==> config.mk <==
export PLATFORM = sky130hd
export DESIGN_NAME = utf16_stream_encoder_flat
export DESIGN_NICKNAME = d
export VERILOG_FILES = /design/src/rtl/utf_pkg.sv /design/src/rtl/utf16_stream_encoder_if.sv /design/src/rtl/utf16_unit_split.sv /design/src/rtl/utf16_stream_encoder.sv /design/src/flat_wrapper.sv
export SDC_FILE = /design/constraint.sdc
export NUM_CORES = 1
export LEC_CHECK = 0
export CAP_MARGIN = 40
export CORE_AREA = 2 2 91 93
export DETAILED_ROUTE_END_ITERATION = 8
export DIE_AREA = 0 0 93 95
export DONT_BUFFER_PORTS = 1
export PLACE_DENSITY = 0.55
export SYNTH_ARGS = -nofsm -noshare
export SYNTH_HDL_FRONTEND = slang
export SYNTH_HIERARCHICAL = 1
export SYNTH_SLANG_ARGS = --single-unit
==> constraint.sdc <==
create_clock -name clk -period 2.8 [get_ports clk]
set_clock_uncertainty 0.1 [all_clocks]
set_input_delay 0.84 -clock clk [delete_from_list [all_inputs] [get_ports clk]]
set_output_delay 0.84 -clock clk [all_outputs]
set_load 0.01 [all_outputs]
==> src/rtl/utf_pkg.sv <==
// Shared constants, FSM state type and byte-ordering helper for the UTF-16
// stream encoder. Optional feature macro: UTF16_BOM_EN adds the BOM states.
package utf_pkg;

    localparam logic [20:0] CP_MAX    = 21'h10FFFF;
    localparam logic [15:0] CP_REPL   = 16'hFFFD;
    localparam logic [15:0] CP_BOM    = 16'hFEFF;
    localparam logic [15:0] SURR_HI   = 16'hD800;
    localparam logic [15:0] SURR_LO   = 16'hDC00;
    localparam logic [20:0] SUPP_BASE = 21'h10000;

    // A = first byte of a unit on the wire, B = second byte
    typedef enum logic [2:0] {
        IDLE  = 3'd0,
        U0A   = 3'd1,
        U0B   = 3'd2,
        U1A   = 3'd3,
        U1B   = 3'd4
`ifdef UTF16_BOM_EN
        ,
        BOM_A = 3'd5,
        BOM_B = 3'd6
`endif
    } state_e;

    // Selects the wire byte of a unit: big-endian sends the high byte first,
    // little-endian the low byte first.
    function automatic logic [7:0] pick_byte(input logic [15:0] unit,
                                             input logic        big,
                                             input logic        second);
        pick_byte = (big ^ second) ? unit[15:8] : unit[7:0];
    endfunction

endpackage

==> src/rtl/utf16_stream_encoder_if.sv <==
// Code-point input and byte output handshake bundle of the UTF-16 encoder.
// master = the side feeding code points and sinking bytes, slave = encoder.
interface utf16_stream_encoder_if;

    logic [20:0] cp_in;
    logic        cp_valid;
    logic        cp_ready;
    logic        be;
    logic [7:0]  byte_out;
    logic        byte_valid;
    logic        byte_ready;
    logic        invalid;
    logic        busy;

    modport master (
        output cp_in, cp_valid, be, byte_ready,
        input  cp_ready, byte_out, byte_valid, invalid, busy
    );

    modport slave (
        input  cp_in, cp_valid, be, byte_ready,
        output cp_ready, byte_out, byte_valid, invalid, busy
    );

endinterface

==> src/rtl/utf16_unit_split.sv <==
// Combinational code point classifier: produces the surrogate pair halves,
// whether the code point needs two units, and whether it is unencodable.
module utf16_unit_split
    import utf_pkg::*;
(
    input  logic [20:0] cp,
    output logic [15:0] hi,
    output logic [15:0] lo,
    output logic        pair,
    output logic        bad
);

    logic [19:0] v;
    logic        surrogate;
    logic        over;

    // Surrogates share bits [20:11]; the pair halves carry 10 bits each of cp-0x10000
    always_comb begin
        v         = 20'(cp - SUPP_BASE);
        surrogate = (cp[20:11] == {5'd0, SURR_HI[15:11]});
        over      = (cp > CP_MAX);
        bad       = surrogate | over;
        pair      = (cp >= SUPP_BASE) & ~over;
        hi        = SURR_HI | {6'd0, v[19:10]};
        lo        = SURR_LO | {6'd0, v[9:0]};
    end

endmodule

==> src/rtl/utf16_stream_encoder.sv <==
// Serialises accepted 21-bit code points as a UTF-16 byte stream, one byte
// per handshake, big- or little-endian. Optional macro UTF16_BOM_EN prefixes
// the first emitted character after reset with a byte-order mark.
module utf16_stream_encoder
    import utf_pkg::*;
#(
    parameter bit REPLACE_INVALID = 1'b1
) (
    input  logic                          clk,
    input  logic                          rst,
    utf16_stream_encoder_if.slave         bus
);

    state_e      state_q, state_d;
    logic [15:0] unit0_q, unit0_d;
    logic [15:0] unit1_q, unit1_d;
    logic        be_q, be_d;
    logic        pair_q, pair_d;
    logic [7:0]  byte_out_q, byte_out_d;
    logic        byte_valid_q, byte_valid_d;
    logic        invalid_q, invalid_d;
`ifdef UTF16_BOM_EN
    logic        bom_sent_q, bom_sent_d;
`endif

    logic [15:0] sp_hi, sp_lo;
    logic        sp_pair, sp_bad;
    logic        last_byte, cp_ready, accept, load_drop;
    logic [15:0] load_unit0;

    utf16_unit_split u_split (
        .cp   (bus.cp_in),
        .hi   (sp_hi),
        .lo   (sp_lo),
        .pair (sp_pair),
        .bad  (sp_bad)
    );

    // Accept when idle or while the final byte is leaving, giving no bubble
    always_comb begin
        last_byte  = ((state_q == U0B) && !pair_q) || (state_q == U1B);
        cp_ready   = (state_q == IDLE) || (last_byte && bus.byte_ready);
        accept     = bus.cp_valid && cp_ready;
        load_drop  = sp_bad && !REPLACE_INVALID;
        load_unit0 = sp_bad ? CP_REPL : (sp_pair ? sp_hi : bus.cp_in[15:0]);
    end

    // Next-state: advance one byte per handshake, then overlay a fresh load
    always_comb begin
        state_d      = state_q;
        unit0_d      = unit0_q;
        unit1_d      = unit1_q;
        be_d         = be_q;
        pair_d       = pair_q;
        byte_out_d   = byte_out_q;
        byte_valid_d = byte_valid_q;
        invalid_d    = 1'b0;
`ifdef UTF16_BOM_EN
        bom_sent_d   = bom_sent_q;
`endif
        if (byte_valid_q && bus.byte_ready) begin
            case (state_q)
                U0A: begin
                    state_d    = U0B;
                    byte_out_d = pick_byte(unit0_q, be_q, 1'b1);
                end
                U0B: begin
                    if (pair_q) begin
                        state_d    = U1A;
                        byte_out_d = pick_byte(unit1_q, be_q, 1'b0);
                    end else begin
                        state_d      = IDLE;
                        byte_valid_d = 1'b0;
                    end
                end
                U1A: begin
                    state_d    = U1B;
                    byte_out_d = pick_byte(unit1_q, be_q, 1'b1);
                end
`ifdef UTF16_BOM_EN
                BOM_A: begin
                    state_d    = BOM_B;
                    byte_out_d = pick_byte(CP_BOM, be_q, 1'b1);
                end
                BOM_B: begin
                    state_d    = U0A;
                    byte_out_d = pick_byte(unit0_q, be_q, 1'b0);
                end
`endif
                default: begin
                    state_d      = IDLE;
                    byte_valid_d = 1'b0;
                end
            endcase
        end
        if (accept) begin
            invalid_d = sp_bad;
            if (load_drop) begin
                state_d      = IDLE;
                byte_valid_d = 1'b0;
            end else begin
                unit0_d      = load_unit0;
                unit1_d      = sp_lo;
                pair_d       = sp_pair;
                be_d         = bus.be;
                byte_valid_d = 1'b1;
`ifdef UTF16_BOM_EN
                if (!bom_sent_q) begin
                    state_d    = BOM_A;
                    byte_out_d = pick_byte(CP_BOM, bus.be, 1'b0);
                    bom_sent_d = 1'b1;
                end else begin
                    state_d    = U0A;
                    byte_out_d = pick_byte(load_unit0, bus.be, 1'b0);
                end
`else
                state_d    = U0A;
                byte_out_d = pick_byte(load_unit0, bus.be, 1'b0);
`endif
            end
        end
    end

    // State and registered outputs; reset abandons any partly sent character
    always_ff @(posedge clk or posedge rst) begin
        if (rst) begin
            state_q      <= IDLE;
            unit0_q      <= 16'h0000;
            unit1_q      <= 16'h0000;
            be_q         <= 1'b0;
            pair_q       <= 1'b0;
            byte_out_q   <= 8'h00;
            byte_valid_q <= 1'b0;
            invalid_q    <= 1'b0;
`ifdef UTF16_BOM_EN
            bom_sent_q   <= 1'b0;
`endif
        end else begin
            state_q      <= state_d;
            unit0_q      <= unit0_d;
            unit1_q      <= unit1_d;
            be_q         <= be_d;
            pair_q       <= pair_d;
            byte_out_q   <= byte_out_d;
            byte_valid_q <= byte_valid_d;
            invalid_q    <= invalid_d;
`ifdef UTF16_BOM_EN
            bom_sent_q   <= bom_sent_d;
`endif
        end
    end

    assign bus.cp_ready   = cp_ready;
    assign bus.byte_out   = byte_out_q;
    assign bus.byte_valid = byte_valid_q;
    assign bus.invalid    = invalid_q;
    assign bus.busy       = (state_q != IDLE);

endmodule

==> src/flat_wrapper.sv <==
// flat-port wrapper written by rule: the top's interface ports become plain ports
module utf16_stream_encoder_flat import utf_pkg::*;
#(
    parameter bit REPLACE_INVALID = 1'b1
)
  (clk, rst, bus_cp_in, bus_cp_valid, bus_be, bus_byte_ready, bus_cp_ready, bus_byte_out, bus_byte_valid, bus_invalid, bus_busy);
  utf16_stream_encoder_if bus_i ();
  input  logic clk;
  input  logic rst;
  input wire logic [$bits(bus_i.cp_in)-1:0] bus_cp_in;
  input wire logic [$bits(bus_i.cp_valid)-1:0] bus_cp_valid;
  input wire logic [$bits(bus_i.be)-1:0] bus_be;
  input wire logic [$bits(bus_i.byte_ready)-1:0] bus_byte_ready;
  output wire logic [$bits(bus_i.cp_ready)-1:0] bus_cp_ready;
  output wire logic [$bits(bus_i.byte_out)-1:0] bus_byte_out;
  output wire logic [$bits(bus_i.byte_valid)-1:0] bus_byte_valid;
  output wire logic [$bits(bus_i.invalid)-1:0] bus_invalid;
  output wire logic [$bits(bus_i.busy)-1:0] bus_busy;
  assign bus_i.cp_in = bus_cp_in;
  assign bus_i.cp_valid = bus_cp_valid;
  assign bus_i.be = bus_be;
  assign bus_i.byte_ready = bus_byte_ready;
  assign bus_cp_ready = bus_i.cp_ready;
  assign bus_byte_out = bus_i.byte_out;
  assign bus_byte_valid = bus_i.byte_valid;
  assign bus_invalid = bus_i.invalid;
  assign bus_busy = bus_i.busy;
  utf16_stream_encoder #(.REPLACE_INVALID(REPLACE_INVALID)) u_core (.clk(clk), .rst(rst), .bus(bus_i));
endmodule
==> metrics.md, run 1 <==
| Metric | Value |
|---|---|
| Status | `completed` |
| Total grt overflow | `0` |
| Nets | `~310` |
| Least-Margin Pin Slew | `~0.50 ns` |
| Ant diodes | `0` |
| # hold bufs at CTS | `0` |
| Slowest-stage cell, CP | `mux4_2` |
| Seq/Total Area, Yosys | `0.3878` |
| Syn Area/Cell | `about 10 um2` |
| Initial antenna violation count | `0` |
| Die Y | `roughly 95 um` |
| Synth top cells by count | `47 x dfrtp_1, 33 x buf_4, 25 x nor2b_1` |
| Synthesized area | `around 0.0030 mm2` |
| Synth Area in Compound Gates | `0.1634` |
| Layout fillers | `between 700 and 800` |
| Max Fclk | `about 0.36 GHz` |
| Avg Vias per Cell | `~5.3` |
| Final setup margin | `~0.020 ns` |
| # DRC | `0` |
| Post-synthesis mux area share | `0.1518` |
| Synth area leaders | `dfrtp_1 39%, buf_4 8.2%, mux2_2 6.7%` |
| First-pass detailed-route iteration total | `4` |
| CTS Buf Count | `5` |
| Die ar. | `a little under 0.009 mm2` |
| Synth Warn # | `6` |
| # setup viols final | `0` |
| Iter 0 DRT Violations | `around 120` |
| Area Overhead vs Synth | `6.477%` |
| Post-route cell area | `~0.0032 mm2` |
| Core area | `0.007928 mm2` |
| WP data required | `about 2.9 ns` |
| Buffers and inverters on the worst path | `1` |
| Pwr dens | `roughly 950 mW/mm2` |
| Fin crit period | `~2.8 ns` |
| Antenna-violating nets left | `0` |
| Hold Crit Class | `input port to asynchronous set/reset pin` |
| Placed Area | `around 0.003 mm2` |
| Critical path's largest stage delay | `~0.52 ns` |
| Post-synth top area share | `0.3878` |
| Mapped Cells | `295` |
| Max VDD drop | `~0.00028 V` |
| Total length of routed wires | `roughly 6700 um` |
| Final period utilization | `0.9928` |
| Yosys reg bits | `47` |
| Max_cap viols | `0` |
| Top-count cell post-synth | `dfrtp_1` |
| Post-Synth Adder-Cell Area | `0.01238` |
| Slew headroom | `0.6655` |
| Starting density of the core | `0.3826` |
| CP startpoint kind | `input port` |
| Power Total | `about 3100 uW` |
| Core Rows | `33` |
| Hold Fails Final Rpt | `0` |
| CP max FO | `7` |
| Top Ports | `38` |
| Synth area leader | `dfrtp_1` |
| Simple-gate portion of the synthesized area | `0.1605` |
| Number of flops mapped to enable cells by yosys | `0` |
| Top_reg_cell synth | `dfrtp_1` |
| Layout cell share with drive strength beyond 1 | `0.2561` |
| Count of different cell masters after synthesis | `43` |
| Clk_lat worst skew | `0.31 ns` |
| Asr flop ratio synth | `1.000` |
| CTS Buffer Depth | `2` |
| Die Wd | `approximately 93 um` |
| Vias in the first global route | `just over 2k` |
| Post-Synth XOR/XNOR Area | `0.01196` |
| CP endpoint kind | `register` |
| Crit path cell chain | `inv_4 -> ha_4 -> or3b_4 -> nor2_4 -> a21o_1 -> and3_4 -> mux4_2 -> or3_4 -> o221a_1` |
| CTS tree | `done` |
| H-tree depth | `2` |
| Leakage power | `0.001306 uW` |
| Sink Count | `47` |
| Vias | `around 2.1k` |
| Gr usage total | `0.1632` |
| Arr. time, crit path | `around 2.9 ns` |
| Fin Setup TNS | `0 ns` |
| Global-route wire length before repair | `11080 um` |
| Reg clk slew, reported paths | `0.09 ns` |
| Pre-CTS setup slack | `-0.3998 ns` |
| WL/cell | `around 17 um` |
| Max Slew Vio Count | `0` |
| Routability cong. | `~0.79` |
| Clk root buf | `clkbuf_8` |
| RSZ-0062 raised after global routing | `true` |
| Family with the most delay on the worst path | `simple AND/OR/NAND/NOR gates` |
| Dpl hpwl | `4922 um` |
| Largest net degree at the start of global routing | `64` |
| Largest family of logic cells by synthesized area | `compound AO/OA/AOI/OAI gates` |
| Crit path kind | `input port to register` |
| IO buf count | `0` |
-- layer usage --
| layer | vias up | share of wire | global-route usage |
|---|---|---|---|
| met5 | - | 0 | 0 |
| met3 | 9 | 0.071 | 0.05826 |
| met2 | 45 | 0.43 | 0.2337 |
| met4 | 0 | 0.014 | 0.05025 |
| li1 | 1022 | - | - |
| met1 | 994 | 0.49 | 0.2307 |
-- cells by family (layout without fill, tap and decap cells) --
| kind of cell | count (synthesis) | in the layout |
|---|---|---|
| buffers and inverters | 52 | 31 |
| adder cells (fa/ha/maj) | 3 | 3 |
| multiplexers | 35 | 35 |
| other | 2 | 12 |
| AND/OR/NAND/NOR | 84 | 85 |
| AO/OA/AOI/OAI | 70 | 70 |
| XOR/XNOR | 2 | 2 |
| flip-flops | 47 | 47 |
-- power by group --
part           internal [uW]  total, uW  switching (uW)  leakage [uW]
registers               1010       1290             277      0.000555
logic                    635       1250             619      0.000690
clock network            289        525             236     0.0000612
total                   1940       3070            1130       0.00131
-- final timing paths --
check                                               to  cells after the start               start  slack (ns)
worst max-delay path            u_core/bus.byte_out[2]                      9       bus_cp_in[16]        0.02
worst min-delay path             u_core/bus.byte_valid                      1                 rst        0.24
worst max register to register  u_core/bus.byte_out[4]                      5   u_core/state_q[2]        0.90
worst min register to register      u_core/unit0_q[11]                      2  u_core/unit0_q[11]        0.38
max in group asynchronous            u_core/unit0_q[9]                      2                 rst        1.76
min in group clk                    u_core/unit0_q[11]                      2  u_core/unit0_q[11]        0.38
-- cells in the final DEF, fill, tap and decap left out, drive strengths merged, types with 2 or more instances in the layout --
cell type	Yosys	routed
a211oi	23	23
a21oi	14	14
and3	3	4
buf	41	18
clkbuf	6	6
conb	2	12
dfrtp	47	47
ha	3	3
inv	5	5
mux2	18	18
mux2i	10	10
mux4	7	7
nand2	24	24
nand3b	2	2
nand4	4	4
nor2	4	4
nor2b	25	25
nor4	4	4
o21ai	18	18
o221a	8	8
o31ai	2	2
or3	9	9
-- registers in the layout (all words and copies together) (netlist names) --
| name | count |
|---|---|
| u_core/be_q | 1 |
| u_core/bus.byte_out | 8 |
| u_core/bus.byte_valid | 1 |
| u_core/bus.invalid | 1 |
| u_core/pair_q | 1 |
| u_core/state_q | 3 |
| u_core/unit0_q | 16 |
| u_core/unit1_q | 16 |
-- repair_timing --
action | in CTS | in global routing
gates cloned | 1 | 0
pin swaps | 0 | 2
gates resized for setup | 2 | 10
setup buffers | 2 | 0
endpoints found under the setup margin | 7 | 8
-- layout make-up --
| cell class | count | area (um2) | area share |
|---|---|---|---|
| Multi-Input combinational cell | 207 | 1633 | 0.5056 |
| Sequential cell | 47 | 1176 | 0.3642 |
| Timing Repair Buffer | 18 | 147.6 | 0.04572 |
| Tap cell | 105 | 131.4 | 0.04068 |
| Clock buffer | 6 | 82.58 | 0.02557 |
| Clock inverter | 2 | 35.03 | 0.01085 |
| Inverter | 5 | 23.77 | 0.007361 |
-- stage by stage --
stage | utilization | cells | hold WS [ns]
finish | 0.4074 | 390 | 0.2415
global route | 0.4074 | 390 | 0.2557
CTS | 0.4015 | 390 | 0.2470
detailed placement | 0.3829 | 379 | 0.3627
global placement | 0.3829 | 379 | 0.3569
floorplan | - | 305 | 0.3422
(Power assumes the default switching activity.)
==> inputs of run 2 (changes only) <==
Settings changed: TNS_END_PERCENT set to 30.
Clock period 2.8 ns to 3.04 ns, I/O delays scaled along.
==> metrics.md, run 2 (synthesis results as in run 1) <==
| Metric | Value |
|---|---|
| Initial antenna violation count | `0` |
| Fin crit period | `between 2 and 3 ns` |
| First-pass detailed-route iteration total | `4` |
| Gr usage total | `0.1583` |
| Min-delay src | `u_core/unit0_q[14]` |
| WP data required | `around 3.2 ns` |
| Max VDD drop | `about 0.00035 V` |
| Area Overhead vs Synth | `5.116%` |
| Total grt overflow | `0` |
| Routability cong. | `approximately 0.8` |
| Reg clk slew, reported paths | `approximately 0.09 ns` |
| Least-Margin Pin Slew | `between 0.5 and 0.6 ns` |
| Comb power frac | `0.400` |
| Max_cap viols | `0` |
| Hold depth | `2` |
| Sw Pwr | `roughly 1100 uW` |
| Power Total | `slightly below 3000 uW` |
| Top Ports | `38` |
| RSZ-0062 raised after global routing | `false` |
| Pwr dens | `slightly above 900 mW/mm2` |
| Global-route wire length before repair | `10890 um` |
| Vias in the first global route | `2066` |
| Total length of routed wires | `~6600 um` |
| Most frequent cells in the layout | `47 x dfrtp_1, 25 x nor2b_1, 23 x nand2_1, 23 x a211oi_1` |
| IO buf count | `0` |
| Slowest-stage cell, CP | `or4_4` |
| Layout fillers | `between 800 and 900` |
| WL/cell | `approximately 17 um` |
| Clk root buf | `clkbuf_8` |
| Sink Count | `47` |
| Final period utilization | `0.9476` |
| Status | `completed` |
| Most common cell after layout, fill and taps aside | `dfrtp_1` |
| Hold Fails Final Rpt | `0` |
| Critical path's largest stage delay | `roughly 0.54 ns` |
| Clock share of power | `0.188` |
| Dpl hpwl | `just under 5000 um` |
| H-tree depth | `2` |
| Switching Share | `0.3646` |
| Pre-CTS setup slack | `-0.2209 ns` |
| # DRC | `0` |
| Core area | `a little under 0.008 mm2` |
| Crit path cell chain | `or4_4 -> buf_4 -> nand4bb_1 -> and3_4 -> buf_4 -> mux2i_1 -> or2_2 -> mux2i_1 -> o221a_2` |
| Core Rows | `33` |
| Arr. time, crit path | `between 3 and 4 ns` |
| Final setup margin | `around 0.16 ns` |
| CP startpoint kind | `input port` |
| Flop2flop setup slack | `between 1 and 1.5 ns` |
| Avg Vias per Cell | `5.362` |
| Reg-to-Reg End | `u_core/bus.byte_out[1]` |
| Max Slew Vio Count | `0` |
| Slew headroom | `0.6392` |
| Antenna-violating nets left | `0` |
| Hold Crit Class | `register to register` |
| CP max FO | `7` |
| Worst Hold Path EP | `u_core/unit0_q[14]` |
| Register share of total power | `0.412` |
| Layout cell share with drive strength beyond 1 | `0.2246` |
| CTS Buf Count | `5` |
| Vias | `between 2k and 2.5k` |
| CP endpoint kind | `register` |
| # setup viols final | `0` |
| Starting density of the core | `0.3826` |
| Leakage power | `~0.0013 uW` |
| Clk_lat worst skew | `~0.30 ns` |
| Crit path kind | `input port to register` |
| Nets | `313` |
| Ant diodes | `0` |
| CTS tree | `done` |
| CTS Buffer Depth | `2` |
| R2R cell count | `4` |
| Final core utilization | `0.4021` |
| Critical R2R Launch | `u_core/state_q[0]` |
| Die Y | `95 um` |
| Max Fclk | `0.3471 GHz` |
| Die Wd | `roughly 93 um` |
| Largest net degree at the start of global routing | `64` |
| Die ar. | `0.008835 mm2` |
| Iter 0 DRT Violations | `125` |
| # hold bufs at CTS | `0` |
| Int Power | `~1800 uW` |
==> run 2: cell types whose count changed in the layout (fill, tap and decap cells not counted), moves of 2 or more <==
cell / before / now
inv_2: 1 / 3
or3_4: 4 / 0
or3_1: 5 / 9
inv_4: 2 / 0
==> run 2: worst max-delay path: cells and delay by family <==
family,cells,cell delay (ns)
AOI/OAI and AO/OA,1,0.21
buffers and inverters,2,0.32
muxes,2,0.30
and+or+nand+nor,4,1.28
==> run 2: worst max-delay path by stage <==
stage | startpoint | to | slack (ns)
final | bus_cp_in[17] | u_core/bus.byte_out[1] | 0.16
after global routing | bus_cp_in[17] | u_core/bus.byte_out[7] | 0.03
after CTS | bus_cp_in[17] | u_core/bus.byte_out[1] | 0.11
after detailed placement | bus_cp_in[17] | u_core/bus.byte_out[1] | -0.22
after global placement | bus_cp_in[17] | u_core/bus.byte_out[1] | -0.16
after floorplan | bus_cp_in[17] | u_core/bus.byte_out[0] | -0.09
==> run 2: per-layer routing <==
layer  vias up  global-route usage  part of all wire
li1       1020                   -                 -
met1      1015              0.2328              0.50
met2        51              0.2349              0.43
met3         5             0.03432             0.052
met4         0             0.04412             0.010
met5         -                   0                 0
==> run 2: area by class of cell <==
type / count / area, um2 / area share
Inverter: 5 / 18.77 / 0.005887
Timing Repair Buffer: 18 / 147.6 / 0.04631
Tap cell: 105 / 131.4 / 0.04121
Sequential cell: 47 / 1176 / 0.3689
Clock inverter: 2 / 60.06 / 0.01884
Multi-Input combinational cell: 207 / 1582 / 0.4961
Clock buffer: 6 / 72.57 / 0.02276
==> run 2: repair_timing <==
item,in CTS,in global routing
setup endpoints to repair,0,5
gates resized for setup,0,0
setup buffers,0,1
endpoints found under the hold margin,0,0
==> run 2: stage by stage <==
stage / hold WS, ns / TNS (ns) / instances / cell area, um2
6_report: 0.3774 / 0 / 390 / 3188
5_1_grt: 0.4066 / 0 / 390 / 3188
4_1_cts: 0.3836 / 0 / 388 / 3173
3_5_place_dp: 0.3627 / -1.669 / 380 / 3040
3_3_place_gp: 0.3572 / -1.190 / 380 / 3040
2_1_floorplan: 0.3422 / -0.4504 / 305 / 3085
==> run 2: power groups by stage <==
stage	registers, uW	clock network (uW)	logic (uW)
after floorplan	1100	0	1030
after global placement	1200	0	1140
after detailed placement	1210	0	1170
after CTS	1200	557	1170
after global routing	1240	580	1290
final	1190	545	1160
